[config.mk]
export PLATFORM = sky130hd
export DESIGN_NAME = sipo_shift_reg
export DESIGN_NICKNAME = d
export VERILOG_FILES = /design/src/rtl/sipo_shift_reg.sv
export SDC_FILE = /design/constraint.sdc
export NUM_CORES = 1
export LEC_CHECK = 0
export CAP_MARGIN = 20
export CORE_AREA = 4 4 41 43
export CTS_CLUSTER_SIZE = 8
export DETAILED_ROUTE_END_ITERATION = 10
export DIE_AREA = 0 0 45 47
export SYNTH_ARGS = -nofsm -noshare
export SYNTH_HDL_FRONTEND = slang
export SYNTH_SLANG_ARGS = --single-unit
[constraint.sdc]
create_clock -name clk -period 1.34 [get_ports clk]
set_clock_uncertainty 0.2 [all_clocks]
set_input_delay 0.201 -clock clk [delete_from_list [all_inputs] [get_ports clk]]
set_output_delay 0.201 -clock clk [all_outputs]
set_load 0.005 [all_outputs]
[src/rtl/sipo_shift_reg.sv]
// sipo_shift_reg: serial-in parallel-out shift register (in: din, clk, reset; out: dout, word_valid, bit_count); define SIPO_SHIFT_RIGHT_EN to shift din in at the MSB
module sipo_shift_reg #(
  parameter int WIDTH = 4
) (
  input  logic                       din,
  input  logic                       clk,
  input  logic                       reset,
  output logic [WIDTH-1:0]           dout,
  output logic                       word_valid,
  output logic [$clog2(WIDTH):0]     bit_count
);
  localparam int CW = $clog2(WIDTH) + 1;
  logic [WIDTH-1:0] shifted;
  logic last;
`ifdef SIPO_SHIFT_RIGHT_EN
  assign shifted = {din, dout[WIDTH-1:1]};
`else
  assign shifted = {dout[WIDTH-2:0], din};
`endif
  assign last = bit_count == CW'(WIDTH - 1);
  always_ff @(posedge clk) begin
    if (reset) begin
      dout       <= '0;
      word_valid <= 1'b0;
      bit_count  <= '0;
    end else begin
      dout       <= shifted;
      word_valid <= last;
      bit_count  <= last ? '0 : bit_count + CW'(1);
    end
  end
endmodule

Yosys cells after proc, flatten, opt, wreduce, memory -nomap -nowiden:

Cells that the tools add are included.

* bits in registers: 8
* latch bits: 0
* bits in writable memories: 0
* ROM bits: 0
* input port bits: 3
* output and inout port bits: 8
* logic and storage cells: 6
* memories kept: 0

* add/sub/neg operators: 1
* multipliers: 0
* div/mod/pow operators: 0
* magnitude comparators: 0
* eq/ne operators: 1
* shift operators: 0
* mux-type cells: 0
* bitwise logic cells: 0
* reduce and logical (&&, ||, !) cells: 1

Operator list (count)
* 3-bit by 1-bit adder with 3-bit output, second input constant: 1
* 3-bit by 2-bit == test with 1-bit output, second input constant: 1
* 2-bit OR reduction: 1

Logic depth before layout (Yosys ltp):

Gate-level depths: netlist of run 1.

* word-level depth: 2
* mapped depth: 3
* depth with buffers taken out: 3

Least setup slack after synthesis of run 1:

No wires, ideal clock.

* kind: reg2reg
* start: register bit_count[0]
* end: register bit_count[2]
* setup time: 0.078 ns
* arrival: 0.914 ns
* data required time: 1.062 ns
* setup slack: 0.148 ns
* cell stages (with the launch flop): 4
* path buffers: 0
* clock period less this slack: 1.192 ns
* cell sequence: dfxtp_1 > ha_1 > ha_1 > nor3_1

* word-level cells in the longest chain between the ends: 2
* elaborated cells on any way between the ends: 3
* classes of those cells: 1 x add/sub; 1 x eq/ne; 1 x reduce/logical

Ends and longest elaborated chain
* start, declared: line 10 `output logic [$clog2(WIDTH):0] bit_count`
* start signal, assigned: line 29 `bit_count <= last ? '0 : bit_count + CW'(1);`
* branches (longest 2 deep; another with 3-bit by 1-bit adder with 3-bit output)

Several ways; the timed one is not identified.
A chain may end at the register's enable or synchronous reset.

Worst setup path after layout of run 1:

* start: register bit_count[0]
* end: output bit_count[0]

No word-level cell between the ends.

==> results.py, run 1 <==
metrics = {
    "yosys": {
        "synth_top_area_share": 0.660,
        "synth_warnings": 0,
        "syn_area_per_cell_um2": 12.8,
        "postSynthCellCount": 19,
        "syn_area_um2": 243,
        "ys_seq_area_frac": 0.660,
        "synthTopCellsByArea": "dfxtp_1, nor2b_1, ha_1",
        "synth_nets": 24,
        "synth_top_area_cell": "dfxtp_1",
        "yosys.cell_types.count": 6,
        "yosys_register_bits": 8,
    },
    "worst_hold_path": {
        "min_path_cells": 1,
        "hold_end": "bit_count[0]",
        "hold_path_class": "flip-flop to flip-flop",
        "min-delay-start": "bit_count[0]",
    },
    "setup_path": {
        "crit-reg2reg-launch": "bit_count[0]",
        "critical_path.max_stage_delay_ns": 0.32,
        "cp-start-kind": "flip-flop",
        "reg2reg_to": "bit_count[2]",
        "critPathRequiredTime_ns": 0.94,
        "cp_top_family": "flip-flops",
        "cp.arrival_ns": 0.83,
        "rrSetupSlack_ns": 0.12,
        "cp_num_buf_inv": 1,
        "reg2regPathDepth": 3,
        "path_max_fanout": 3,
        "cp_cell_sequence": "dlygate4sd2_1",
        "crit_slowest_cell": "dfxtp_2",
        "cp-end-kind": "output pin",
        "critical_path_class": "flip-flop to output pin",
    },
    "power_and_ir_drop": {
        "p_sw_frac": 0.207,
        "total_leakage_power_nw": 0.182,
        "powerDensity_nw_per_um2": 1310,
        "p_int_mw": 0.390,
        "seq_power_share": 0.535,
        "peakVddDrop_v": 0.000502,
        "pwr-share-comb": 0.111,
        "pwr-share-clk": 0.354,
        "power.switching_mw": 0.102,
    },
    "drt": {
        "wire_per_inst_um": 10.7,
        "dr.pass1.iters": 1,
        "drt_drc_violations_left": 0,
        "via_per_inst": 3.83,
        "wirelength_um": 505,
        "ant_nets": 0,
        "first_iter_violations": 0,
        "dr_total_vias": 180,
    },
    "clock_network": {
        "cts_root_buffer": "clkbuf_4",
        "htreeDepth": 1,
        "cts_inserted_buffers": 3,
        "clock-sinks": 8,
        "clk_latency_ns": 0.24,
        "cts_setup_buffers": 0,
        "postCtsHoldBufs": 0,
        "cts_tree": "yes",
        "cts_buffer_depth": 2,
        "clkSlewWorstSetupHoldPaths_ns": 0.05,
    },
    "timing": {
        "setup_viol_count_final": 0,
        "worstMarginPinSlew_ns": 0.299,
        "fin_hold_ws_ns": 0.231,
        "fmax_ghz": 0.815,
        "post-route-min-period_ns": 1.23,
        "rsz0062_at_grt": "no",
        "finalSetupTns_ns": 0,
        "hold_violations": 0,
        "fin_crit_sh": 0.915,
        "maxSlewHeadroom": 0.800,
        "slew_violations": 0,
    },
    "global_routing": {
        "grt.overflow.total": 0,
        "antenna_found_initial": 0,
        "track_usage": 0.0665,
        "grt_max_degree": 9,
        "grt_pass1_vias": 224,
        "grt_first_pass_wirelength_um": 910,
    },
    "outcome": {
        "status": "complete, no violations",
    },
    "placed_design": {
        "routabilityCongestion": 0.678,
        "port-buffer-count": 10,
        "dp_hpwl_um": 433,
        "placed_cell_area_um2": 362,
    },
    "floorplan": {
        "start_util": 0.187,
        "ios": 11,
        "core_um2": 1300,
        "fp.dieW_um": 45,
        "dieArea_um2": 2120,
        "num_rows": 13,
        "dieHeight_um": 47,
    },
    "finish": {
        "drive_above_1_share": 0.156,
        "area_growth_pct": 54.6,
        "layout.nets": 39,
        "final_cell_area_um2": 375,
        "antennaDiodeCount": 0,
    },
    "flow_run": {
        "maxCapViolCount": 0,
    },
}
## routing by layer
layer  up-vias  share of wire  global-route usage
li1         88              -                   -
met3         0           0.16              0.0728
met1        81           0.33              0.0434
met4         0              0              0.0175
met5         -              0                   0
met2        11           0.51               0.121
## worst reg2reg max path, delay by kind of cell, from the launching register on
kind,cells,cell delay (ns)
adder cells (fa/ha/maj),2,0.46
flip-flops,1,0.32
AND/OR/NAND/NOR,1,0.16
## cells in the mapped netlist
cell type  n
nor3b_2    1
nor2b_1    5
ha_1       2
inv_1      1
nor3_1     2
dfxtp_1    8
## cell families (layout without fill, tap and decap cells)
family / after synthesis / count (layout) / synth area share
buffers and inverters: 1 / 14 / 0.0154
AND/OR/NAND/NOR: 8 / 8 / 0.222
flip-flops: 8 / 8 / 0.660
adder cells (fa/ha/maj): 2 / 2 / 0.103
## worst max path at each step
| stage | from | endpoint | slack (ns) | cells past startpoint |
|---|---|---|---|---|
| final | bit_count[0] | bit_count[0] | 0.11 | 1 |
| after global routing | dout[0] | dout[0] | 0.06 | 1 |
| after CTS | bit_count[0] | bit_count[0] | 0.1 | 1 |
| after detailed placement | reset | dout[2] | 0.07 | 2 |
| after global placement | bit_count[0] | bit_count[0] | 0.10 | 1 |
| after floorplan | bit_count[0] | bit_count[2] | 0.15 | 3 |
## flip-flops by register name (all words and copies together), names as in the netlist
register	cells
word_valid	1
dout	4
bit_count	3
## through the flow
| stage | utilization | std cells | power [mW] | setup slack (ns) |
|---|---|---|---|---|
| 2_1_floorplan | - | 19 | 0.288 | 0.148 |
| 3_3_place_gp | 0.278 | 44 | 0.328 | 0.104 |
| 3_5_place_dp | 0.278 | 44 | 0.335 | 0.0669 |
| 4_1_cts | 0.288 | 47 | 0.506 | 0.0967 |
| 5_1_grt | 0.288 | 47 | 0.529 | 0.0618 |
| 6_report | 0.288 | 47 | 0.492 | 0.114 |
## what timing repair did
| item | 4_1_cts | 5_1_grt |
|---|---|---|
| endpoints found under the hold margin | 0 | 0 |
| gates resized for setup | 9 | 0 |
| setup endpoints to repair | 8 | 0 |
## power groups by stage
stage / sequential (mW) / combinational [mW] / clock (mW)
4_1_cts: 0.264 / 0.0563 / 0.186
3_5_place_dp: 0.268 / 0.0669 / 0
5_1_grt: 0.266 / 0.0622 / 0.201
3_3_place_gp: 0.266 / 0.0623 / 0
2_1_floorplan: 0.268 / 0.0201 / 0
6_report: 0.263 / 0.0544 / 0.174
## cells in the final DEF, fill, tap and decap left out, drive strengths merged
master         instances
clkdlybuf4s50          2
dfxtp                  8
clkbuf                 3
inv                    1
nor2b                  5
dlygate4sd2            8
nor3b                  1
ha                     2
nor3                   2
## final cells by class
class	count	area, um^2
Clock buffer	3	22.5
Fill cell	145	926
Inverter	1	3.75
Multi-Input combinational cell	10	78.8
Sequential cell	8	161
Tap cell	15	18.8
Timing Repair Buffer	10	90.1
No activity file was read; power rests on OpenSTA's default activity.
==> run 2: changes to the inputs <==
ABC_CLOCK_PERIOD_IN_PS = 1340   (was not set)
==> results of run 2 <==
No change in the layout: final DEF, timing and power equal those of run 1.
